`config.mk`:
```
export PLATFORM = sky130hd
export DESIGN_NAME = spi_mem_arbiter
export DESIGN_NICKNAME = d
export VERILOG_FILES = /design/src/rtl/spi_mem_arbiter_pkg.sv /design/src/rtl/spi_mem_arbiter.sv
export SDC_FILE = /design/constraint.sdc
export NUM_CORES = 1
export LEC_CHECK = 0
export CAP_MARGIN = 20
export CELL_PAD_IN_SITES_DETAIL_PLACEMENT = 1
export CELL_PAD_IN_SITES_GLOBAL_PLACEMENT = 2
export CORE_MARGIN = 2
export CORE_UTILIZATION = 24
export CTS_CLUSTER_DIAMETER = 60
export DETAILED_ROUTE_END_ITERATION = 12
export MAX_ROUTING_LAYER = met4
export PLACE_DENSITY_LB_ADDON = 0.1
export SLEW_MARGIN = 25
export SYNTH_ARGS = -nofsm -noshare
export SYNTH_HDL_FRONTEND = slang
export SYNTH_SLANG_ARGS = --single-unit
```
`constraint.sdc`:
```
create_clock -name clk_in -period 2 [get_ports clk_in]
set_input_delay 0.3 -clock clk_in [delete_from_list [all_inputs] [get_ports clk_in]]
set_output_delay 0.3 -clock clk_in [all_outputs]
set_load 0.005 [all_outputs]
```
`src/rtl/spi_mem_arbiter_pkg.sv`:
```
// spi_mem_arbiter_pkg: access types and arbiter states shared by the flash/PSRAM arbiter.
package spi_mem_arbiter_pkg;

    typedef enum logic [1:0] {
        TYPE_IMEM_READ  = 2'd0,
        TYPE_DMEM_READ  = 2'd1,
        TYPE_DMEM_WRITE = 2'd2
    } mem_type_t;

    typedef enum logic [2:0] {
        ST_IDLE,
        ST_ISSUE,
        ST_WAIT_BUSY,
        ST_WAIT_DONE,
        ST_RESP
    } arb_state_t;

endpackage

```
`src/rtl/spi_mem_arbiter.sv`:
```
// spi_mem_arbiter: round-robin sharing of one SPI memory controller between two ports,
// one transaction in flight, with a saturating timeout guard.
module spi_mem_arbiter
    import spi_mem_arbiter_pkg::*;
#(
    parameter int TIMEOUT = 255
) (
    input  logic        clk_in,
    input  logic        reset_in,
    input  logic [1:0]  req_in,
    input  logic [31:0] addr_in,
    input  logic [3:0]  type_in,
    input  logic [15:0] wdata_in,
    output logic [1:0]  grant_out,
    output logic [1:0]  done_out,
    output logic        err_out,
    output logic [15:0] rdata_out,
    output logic [15:0] mem_addr_out,
    output logic        mem_valid_out,
    output mem_type_t   mem_type_out,
    output logic [7:0]  mem_wdata_out,
    input  logic [15:0] flash_data_in,
    input  logic        flash_valid_in,
    input  logic [7:0]  psram_data_in,
    input  logic        psram_valid_in,
    input  logic        mem_busy_in
);

    localparam int CW = $clog2(TIMEOUT + 1);

    arb_state_t    state_q, state_d;
    logic          rr_q, rr_d;
    logic [1:0]    grant_q, grant_d, done_q, done_d;
    logic          err_q, err_d, valid_q, valid_d;
    logic [15:0]   rdata_q, rdata_d, addr_q, addr_d;
    mem_type_t     type_q, type_d;
    logic [7:0]    wdata_q, wdata_d;
    logic [CW-1:0] cnt_q, cnt_d;
    logic          win, timed_out, fin_early, fin_done;
    logic [15:0]   rsp_data;

    always_ff @(posedge clk_in or posedge reset_in) begin
        if (reset_in) begin
            state_q <= ST_IDLE;
            rr_q    <= 1'b1;
            grant_q <= '0;
            done_q  <= '0;
            err_q   <= 1'b0;
            rdata_q <= '0;
            addr_q  <= '0;
            valid_q <= 1'b0;
            type_q  <= TYPE_IMEM_READ;
            wdata_q <= '0;
            cnt_q   <= '0;
        end else begin
            state_q <= state_d;
            rr_q    <= rr_d;
            grant_q <= grant_d;
            done_q  <= done_d;
            err_q   <= err_d;
            rdata_q <= rdata_d;
            addr_q  <= addr_d;
            valid_q <= valid_d;
            type_q  <= type_d;
            wdata_q <= wdata_d;
            cnt_q   <= cnt_d;
        end
    end

    always_comb begin
        state_d   = state_q;
        rr_d      = rr_q;
        grant_d   = grant_q;
        done_d    = '0;
        err_d     = 1'b0;
        rdata_d   = rdata_q;
        addr_d    = addr_q;
        valid_d   = 1'b0;
        type_d    = type_q;
        wdata_d   = wdata_q;
        cnt_d     = cnt_q;
        // On a tie the port that did not win last time goes next
        win       = (&req_in) ? ~rr_q : req_in[1];
        timed_out = cnt_q == CW'(TIMEOUT);
        fin_early = flash_valid_in | psram_valid_in;
        fin_done  = (type_q == TYPE_IMEM_READ) ? flash_valid_in :
                    (type_q == TYPE_DMEM_READ) ? psram_valid_in : !mem_busy_in;
        rsp_data  = (type_q == TYPE_IMEM_READ) ? flash_data_in :
                    (type_q == TYPE_DMEM_READ) ? {8'h00, psram_data_in} : 16'h0000;
        case (state_q)
            ST_IDLE: if (|req_in) begin
                grant_d = win ? 2'b10 : 2'b01;
                rr_d    = win;
                addr_d  = win ? addr_in[31:16] : addr_in[15:0];
                type_d  = mem_type_t'(win ? type_in[3:2] : type_in[1:0]);
                wdata_d = win ? wdata_in[15:8] : wdata_in[7:0];
                state_d = ST_ISSUE;
            end
            ST_ISSUE: if (!mem_busy_in) begin
                valid_d = 1'b1;
                cnt_d   = '0;
                state_d = ST_WAIT_BUSY;
            end
            ST_WAIT_BUSY, ST_WAIT_DONE: begin
                cnt_d = timed_out ? cnt_q : cnt_q + 1'b1;
                if ((state_q == ST_WAIT_BUSY) ? fin_early : fin_done) begin
                    done_d  = grant_q;
                    rdata_d = rsp_data;
                    state_d = ST_RESP;
                end else if (timed_out) begin
                    done_d  = grant_q;
                    err_d   = 1'b1;
                    rdata_d = '0;
                    state_d = ST_RESP;
                end else if (state_q == ST_WAIT_BUSY && mem_busy_in) begin
                    state_d = ST_WAIT_DONE;
                end
            end
            ST_RESP: begin
                grant_d = '0;
                state_d = ST_IDLE;
            end
            default: state_d = ST_IDLE;
        endcase
    end

    assign grant_out     = grant_q;
    assign done_out      = done_q;
    assign err_out       = err_q;
    assign rdata_out     = rdata_q;
    assign mem_addr_out  = addr_q;
    assign mem_valid_out = valid_q;
    assign mem_type_out  = type_q;
    assign mem_wdata_out = wdata_q;

endmodule

```
=== Word level (Yosys, flattened, before mapping) ===
Index checks and enable logic that the tools add are counted.
W data, S select, Z words.

* Bits in registers: 60
* Output and inout port bits: 48
* Input bits: 83
* Word-level logic and storage cells: 70

* Bitwise logic cells: 2
* Reductions and logical operators: 15
* Add/subtract/negate cells: 1
* Multiplexer cells: 31
* Equal/unequal tests: 10

{| class="wikitable"
|+ Operators with widths
! kind !! count
|-
| $mux W16 || 4
|-
| $mux W8 || 4
|-
| $pmux W8 S2 || 1
|-
| $mux W3 || 5
|-
| $mux W2 || 6
|-
| $mux W1 || 9
|-
| $pmux W3 S3 || 1
|-
| $add A8 B1 Y8 const B || 1
|-
| $eq A8 B8 Y1 const B || 1
|-
| $reduce_and A2 Y1 || 4
|-
| $eq A3 B2 Y1 const B || 2
|-
| $ne A2 B2 Y1 const B || 3
|-
| $reduce_and A3 Y1 || 2
|-
| $reduce_bool A2 Y1 || 3
|-
| $ne A4 B4 Y1 const B || 1
|-
| $pmux W2 S2 || 1
|-
| $reduce_or A2 Y1 || 2
|-
| $eq A3 B1 Y1 const B || 1
|-
| $eq A3 B3 Y1 const B || 1
|-
| $logic_not A3 Y1 || 1
|-
| $eq A2 B1 Y1 const B || 1
|-
| $logic_not A2 Y1 || 1
|-
| $logic_and A1 B1 Y1 || 1
|-
| $logic_not A1 Y1 || 1
|-
| 2 further kinds || 2
|}

=== Logic depth before layout (Yosys ltp) ===
Gate-level depths: netlist (run 1).

* Depth in word-level cells: 6
* Mapped depth: 7
* Mapped depth without buffers: 5

=== Worst setup path before layout (run 1) ===
OpenSTA, ideal clock, no wires.

* Path type: flip-flop to flip-flop
* From: register type_q[0] (netlist: mem_type_out[0])
* To: register rdata_q[0] (netlist: rdata_out[0])
* Period minus slack after synthesis: 1.636 ns
* Setup time: 0.124 ns
* Data arrival time: 1.513 ns
* Data required time: 1.876 ns
* Buffers on the path: 3
* Stages on the path, launching flop included: 8
* Slack: 0.364 ns
* Cell sequence: dfrtp_1 -> buf_2 -> mux2i_1 -> o221a_2 -> o31a_1 -> buf_6 -> buf_6 -> o2bb2ai_2

* Cells in the longest elaborated chain, start to end: 6
* Elaborated cells on any way between the ends: 10
* Those cells by class: eq/ne: 1; mux: 6; reduce/logical: 3

{| class="wikitable"
|+ RTL lines
! item !! RTL line !! text
|-
| from (decl) || spi_mem_arbiter.sv:36 || <nowiki>mem_type_t type_q, type_d;</nowiki>
|-
| from (signal assigned) || spi_mem_arbiter.sv:64 || <nowiki>type_q <= type_d;</nowiki>
|-
| $eq A2 B1 Y1 || spi_mem_arbiter.sv:87, spi_mem_arbiter.sv:89 ||
|-
| $mux W1 || spi_mem_arbiter.sv:87 || <nowiki>(type_q == TYPE_DMEM_READ) ? psram_valid_in : !mem_busy_in;</nowiki>
|-
| $mux W1 || spi_mem_arbiter.sv:86 || <nowiki>fin_done = (type_q == TYPE_IMEM_READ) ? flash_valid_in :</nowiki>
|-
| $mux W1 || spi_mem_arbiter.sv:106 || <nowiki>if ((state_q == ST_WAIT_BUSY) ? fin_early : fin_done) begin</nowiki>
|-
| $reduce_bool A2 Y1 (no source line) || -- ||
|-
| $reduce_and A2 Y1 (no source line) || -- ||
|-
| to (signal assigned) || spi_mem_arbiter.sv:61 || <nowiki>rdata_q <= rdata_d;</nowiki>
|-
| to (decl) || spi_mem_arbiter.sv:35 || <nowiki>logic [15:0] rdata_q, rdata_d, addr_q, addr_d;</nowiki>
|}

Parallel ways exist; a longest one is shown, timed or not.
A chain may end at the register's enable or synchronous reset.

=== Worst setup path after layout (run 1) ===
* From: register type_q[0] (netlist: mem_type_out[0])
* To: output mem_type_out[0]

{| class="wikitable"
|+ RTL lines
! item !! RTL line !! text
|-
| to (decl) || spi_mem_arbiter.sv:20 || <nowiki>output mem_type_t mem_type_out,</nowiki>
|}

No word-level cell between the ends.

==> results of run 1 <==
[registers in the layout, summed over array words and instances (netlist names)]
register / count
rdata_out: 16
mem_wdata_out: 8
mem_type_out: 2
grant_out: 2
cnt_q: 8
rr_q: 1
mem_addr_out: 16
err_out: 1
mem_valid_out: 1
state_q: 3
done_out: 2
[routing by layer]
metal	up-vias	GRT usage	part of all wire
met5	-	-	0
met4	0	0.0659	0.019
met3	13	0.0439	0.10
met2	106	0.188	0.41
met1	1160	0.187	0.47
li1	1223	-	-
[through the flow]
| stage | instance area (um^2) | worst slack [ns] |
|---|---|---|
| floorplan | 2860 | 0.217 |
| global placement | 4420 | 0.0408 |
| detailed placement | 4420 | 0.00532 |
| CTS | 4790 | 0.0890 |
| global route | 4790 | 0.0273 |
| finish | 4790 | 0.115 |
[area by class of cell]
cell class,count,area (um^2)
timing repair buffer,145,1460
inverter,5,18.8
clock buffer,13,280
sequential,60,1500
clock inverter,3,90.1
tap,143,179
fill,1286,6720
multi-input combinational,178,1260
[layout by cell type, fill, tap and decap left out, types with 5 or more instances in the layout]
cell	netlist	final
a21oi_1	7	7
a22o_1	7	7
buf_4	0	11
clkbuf_16	0	9
clkdlybuf4s50_1	0	130
dfrtp_1	59	59
mux2i_1	37	37
nand2_1	35	35
o21ai_0	25	25
o21ai_1	8	8
o2bb2ai_2	7	7
or4_1	6	5
[worst min-delay path: stages]
cell,delay (ns)
clkdlybuf4s50_1,0.41
inv_2,0.07
buf_12,0.29
[cell families (layout without fill, tap and decap cells)]
logic type | after synthesis | count (layout)
muxes | 37 | 37
DFF | 60 | 60
buffers and inverters | 22 | 166
adders and majority gates | 1 | 1
AOI/OAI and AO/OA | 68 | 68
and+or+nand+nor | 72 | 72
[worst paths after layout]
path	endpoint	depth (start not counted)	slack, ns	startpoint
worst min register to register	mem_wdata_out[2]$_DFFE_PP0P_	2	0.48	mem_wdata_out[2]$_DFFE_PP0P_
max in group asynchronous	rr_q$_DFFE_PP1P_	3	1.34	reset_in
worst max register to register	rdata_out[11]$_DFFE_PP0P_	6	0.19	cnt_q[0]$_DFFE_PP0P_
worst max-delay path	mem_type_out[0]	2	0.11	mem_type_out[0]$_DFFE_PP0P_
worst min-delay path	rdata_out[3]$_DFFE_PP0P_	3	0.34	reset_in
min in group clk_in	mem_wdata_out[2]$_DFFE_PP0P_	2	0.48	mem_wdata_out[2]$_DFFE_PP0P_
[power by group]
group | internal (W) | switching, W
logic | 0.00153 | 0.00105
registers | 0.00172 | 0.000355
clock network | 0.00135 | 0.000542
==> impl_results.md, run 1 <==
- Status: complete, but fails checks
- Failing checks: design-rule violations
- Finished Core Util: 0.416
- Worst path arrival time: between 1.5 and 2 ns
- Initial antenna violation count: 0
- Largest family of logic cells by synthesized area: compound AO/OA/AOI/OAI gates
- Simple-gate share of the synthesized area: 0.133
- Compound-Gate Fraction of Synth Area: 0.168
- Via Count: approximately 2500
- Initial core utilization: 0.249
- Async SR Flop Fraction: 1.00
- Pleak: slightly above 2 nW
- Critical path class: reg -> out
- Io pins: roughly 130
- Avg Inst Size Synth: 11.0 um^2
- First DRT Iteration DRCs: 118
- # diodes: 0
- Cell variety after synth: 40
- PwrDens: 1370 mW/mm^2
- Cell Rows: 39
- Die Ht: around 110 um
- Worst slew pin tran: between 0.5 and 0.6 ns
- Clock Tree Root: clkbuf_16
- I/O Buffers: 130
- Total CTS buffers: 9
- Final antenna-violating net count: 0
- Mux cell area share after synthesis: 0.129
- Worst-skew pair later-pin latency: 0.33 ns
- Startpoint types: flip-flop
- Most instantiated cells after synthesis: dfrtp_1 (59), mux2i_1 (37), nand2_1 (35)
- CTS tree: yes
- RSZ-0062 raised after global routing: no
- Layout cells sized above 1: 0.121
- Layout Skew: 0.00455 ns
- Fin crit period: 1.89 ns
- Final Routed Wirelength: 8.31 mm
- GRT Total Usage: 0.139
- Bufs on Longest Clock Path: 2
- Post-synth EDFFs: 0
- CTS Sinks: 60
- Drt wl/cell: 15.2 um
- Die X: 113 um
- Peak supply drop: roughly 0.38 mV
- Xor/xnor share of the synthesized area: 0
- DRT Pass-1 Iters: 8
- Most numerous cell in the Yosys netlist: dfrtp_1
- Slew Limit Fails: 0
- Yosys warns: 0
- Grt total ovfl: 0
- Synth Area in Adders: 0.00437
- Synth area leaders: dfrtp_1 (52%), mux2i_1 (13%), nand2_1 (4.6%), o21ai_0 (4.4%), o2bb2ai_2 (3.7%)
- Critical path's top delay family: buffers and inverters
- Yosys top cell area share: 0.516
- Design Power: between 0.006 and 0.007 W
- Final net count: slightly below 500
- Synth Net Count: ~340
- FMAX: 0.530 GHz
- DP HPWL: about 6.2 mm
- CP required: 1.70 ns
- DR DRC count: 13
- Critical-path maximum fanout: 11
- Routability cong.: 0.725
- Area delta synth->final: 67.5%
- Slew HR: 0.664
- Final Cycle Share: 0.943
- H-Tree Level Count: 3
- Post-Syn Instances: 260
- Die area: roughly 0.013 mm^2
- Finish-stage setup viols: 0
- Crit path cell chain: buf_4 -> clkdlybuf4s50_1
- Resized Gates After CTS: 0
- Crit. End Element: output port
- Vias per inst: 4.57
- Hold_buf cts: 0
- Setup Buffers After CTS: 0
- Post-Syn Area: 0.00286 mm^2
- Main synth FF type: dfrtp_1
- Fin. Hold Viols: 0
- Clock slew seen by the registers of the worst setup and hold paths: 0.05 ns
- Register area share after synthesis: 0.525
- # placed instances: 531
- Final setup TNS: 0 ns
- Leading area contributor after synthesis: dfrtp_1
- Largest net degree at the start of global routing: slightly above 60
- Worst path buffer plus inverter count: 2
- Critical Path Max Stage Delay: 0.53 ns
- Worst hold slack: 0.339 ns
- #FFs+latches synth: 60
- Global-route wire length before repair: 13.4 mm
- Vias in the first global route: 2627
- CORE AREA: about 0.012 mm^2
- Final Non-Filler Cells: around 550
- CP max stage cell: clkdlybuf4s50_1
- Max Cap Viol: 0
- Hold Path Class: in -> async
Note: power is estimated with default switching activity, not from simulation.
==> inputs of run 2 (changes only) <==
--- a/config.mk
+++ b/config.mk
@@ -9,8 +9,9 @@
 export CELL_PAD_IN_SITES_DETAIL_PLACEMENT = 1
 export CELL_PAD_IN_SITES_GLOBAL_PLACEMENT = 2
 export CORE_MARGIN = 2
-export CORE_UTILIZATION = 24
+export CORE_UTILIZATION = 22
 export CTS_CLUSTER_DIAMETER = 60
+export CTS_CLUSTER_SIZE = 25
 export DETAILED_ROUTE_END_ITERATION = 12
 export MAX_ROUTING_LAYER = met4
 export PLACE_DENSITY_LB_ADDON = 0.1
==> constraint.sdc (replaced) <==
create_clock -name clk_in -period 1.6 [get_ports clk_in]
set_input_delay 0.24 -clock clk_in [delete_from_list [all_inputs] [get_ports clk_in]]
set_output_delay 0.24 -clock clk_in [all_outputs]
set_load 0.005 [all_outputs]
==> impl_results.md, run 2 (synthesized netlist as in run 1, its figures left out) <==
- Bufs on Longest Clock Path: 2 (unchanged)
- Failing checks: negative setup slack
- Critical path class: reg -> reg
- Via Count: 2652 (+6.0%)
- Initial antenna violation count: 0 (unchanged)
- Peak supply drop: 0.694 mV (+83%)
- Fin worst setup slack: -0.0486 ns (-0.163 ns)
- Fin crit period: 1.65 ns
- Clock Tree Root: clkbuf_16
- Largest net degree at the start of global routing: 61 (unchanged)
- Most common cell after layout, fill and taps aside: clkdlybuf4s50_1
- Worst hold slack: 0.338 ns (-0.00141 ns)
- Layout Skew: 0.00331 ns (-0.00123 ns)
- Status: complete, but fails checks
- P_sw: 0.00302 W (+55%)
- Die Ht: 118 um (+4.3%)
- Layout fillers: 1386 (+7.8%)
- GRT Total Usage: 0.131 (-0.00826)
- Crit. End Element: flip-flop
- DR DRC count: 0 (-13)
- Clock slew seen by the registers of the worst setup and hold paths: 0.05 ns (about the same)
- Worst path arrival time: 1.86 ns (+0.27 ns)
- Pleak: 2.31 nW (+13%)
- Die area: 0.0139 mm^2 (+8.8%)
- Startpoint types: flip-flop
- Final net count: 517 (+7.0%)
- Finished Core Util: 0.423 (+0.00688)
- Internal power: 0.00602 W (+31%)
- Die X: 118 um (+4.3%)
- CP required: 1.81 ns (+0.11 ns)
- RSZ-0062 raised after global routing: yes
- Sw Share: 0.334 (+0.0367)
- Hold Path Class: in -> async
- Grt total ovfl: 0 (unchanged)
- Global-route wire length before repair: 13.8 mm (+2.9%)
- Worst slew pin tran: 0.436 ns (-0.0675 ns)
- DP HPWL: 6.24 mm (+0.22%)
- Clock power share: 0.194 (-0.095)
- Worst-skew pair later-pin latency: 0.32 ns (about the same)
- Slew Limit Fails: 0 (unchanged)
- Critical-path maximum fanout: 14 (+3)
- Slew HR: 0.707 (+0.0427)
- CORE AREA: 0.0127 mm^2 (+10%)
- Hold_buf cts: 0 (unchanged)
- Logic pwr share: 0.508 (+0.114)
- Finish-stage setup viols: 25 (+25)
- Total CTS buffers: 9 (unchanged)
- Max Cap Viol: 0 (unchanged)
- FMAX: 0.607 GHz
- Vias in the first global route: 2678 (+1.9%)
- Layout cells sized above 1: 0.307 (+0.185)
- Area delta synth->final: 87.3%
- Reg2Reg Launch Point: state_q[2]$_DFFE_PP0P_
- # diodes: 0 (unchanged)
- Flop pwr share: 0.298 (-0.018)
- Setup crit start: state_q[2]$_DFFE_PP0P_
- Cell Rows: 41 (+5.1%)
- CTS tree: yes
- PwrDens: 1690 mW/mm^2 (+23%)
- Drt wl/cell: 15.2 um (+0.33%)
- Final setup TNS: -0.720 ns (-0.720 ns)
- Vias per inst: 4.35 (-4.8%)
- H-Tree Level Count: 3 (unchanged)
- Initial core utilization: 0.226 (-0.0227)
- Io pins: 131 (unchanged)
- Most frequent cells in the layout: clkdlybuf4s50_1 (128), dfrtp_1 (57), mux2i_1 (36)
- DRT Pass-1 Iters: 5 (-3)
- Final Cycle Share: 1.03
- CTS Sinks: 60 (unchanged)
- Fin. Hold Viols: 0 (unchanged)
- Final Routed Wirelength: 9.29 mm (+12%)
- Routability cong.: 0.715 (-1.4%)
- First DRT Iteration DRCs: 58 (-51%)
- I/O Buffers: 130 (unchanged)
- Final antenna-violating net count: 0 (unchanged)
-- run 2: cell types whose count changed in the layout (fill, tap and decap cells not counted), moves of 3 or more --
cell and delta:
nand2_1 -27, buf_4 +21, o21ai_0 -19, nand2_4 +15, o21ai_2 +15, nand2_2 +12, buf_6 +7, o21ai_1 +4
bufinv_16 -3, clkbuf_16 +3
-- run 2: what timing repair did --
action | in CTS | in global routing
cloned | 0 | 7
setup buffers | 3 | 6
pin swaps | 1 | 33
resized for setup | 9 | 99
endpoints found under the setup margin | 55 | 52
-- run 2: final cells by class --
cell class / count / area, um^2 / area share
multi-input combinational: 178 / 1520 / 0.284
timing repair buffer: 179 / 1830 / 0.341
sequential: 60 / 1510 / 0.281
clock buffer: 13 / 260 / 0.0485
tap: 172 / 215 / 0.0401
inverter: 5 / 22.5 / 0.00420
clock inverter: 2 / 10.0 / 0.00187
-- run 2: final timing paths --
path                                           endpoint  slack (ns)  cells past startpoint
setup / recovery               rdata_out[9]$_DFFE_PP0P_       -0.05                      5
hold / removal             mem_wdata_out[1]$_DFFE_PP0P_        0.34                      3
setup reg to reg               rdata_out[9]$_DFFE_PP0P_       -0.05                      5
hold reg to reg                rdata_out[7]$_DFFE_PP0P_        0.49                      1
max in group asynchronous              rr_q$_DFFE_PP1P_        0.93                      3
min in group clk_in           rdata_out[15]$_DFFE_PP0P_        0.49                      3
-- run 2: power groups by stage --
stage               logic (W)  clock network [W]  registers (W)
floorplan             0.00153                  0        0.00254
global placement      0.00343                  0        0.00257
detailed placement    0.00348                  0        0.00257
CTS                   0.00359            0.00183        0.00258
global route          0.00501            0.00190        0.00279
finish                0.00459            0.00175        0.00270
-- run 2: metal layers --
metal | routed length [um] | vias to the layer above | track usage
met3 | 735 | 6 | 0.0533
met4 | 72 | 0 | 0.0474
met1 | 4120 | 1251 | 0.164
li1 | - | 1292 | -
met2 | 4350 | 103 | 0.188
met5 | 0 | - | -
-- run 2: metrics by stage --
stage | total power (W) | std cells | setup WS [ns] | area, um^2
6_report | 0.00904 | 609 | -0.0486 | 5360
2_1_floorplan | 0.00407 | 260 | -0.0148 | 2870
3_3_place_gp | 0.00601 | 578 | -0.309 | 4600
5_1_grt | 0.00970 | 609 | -0.112 | 5360
3_5_place_dp | 0.00606 | 578 | -0.370 | 4600
4_1_cts | 0.00800 | 596 | -0.0956 | 4920
-- run 2: critical path: stages (launching register included) --
cell      delay (ns)
dfrtp_1         0.41
nand2b_4        0.18
o221a_4         0.27
o31a_1          0.28
buf_12          0.17
a22o_1          0.23
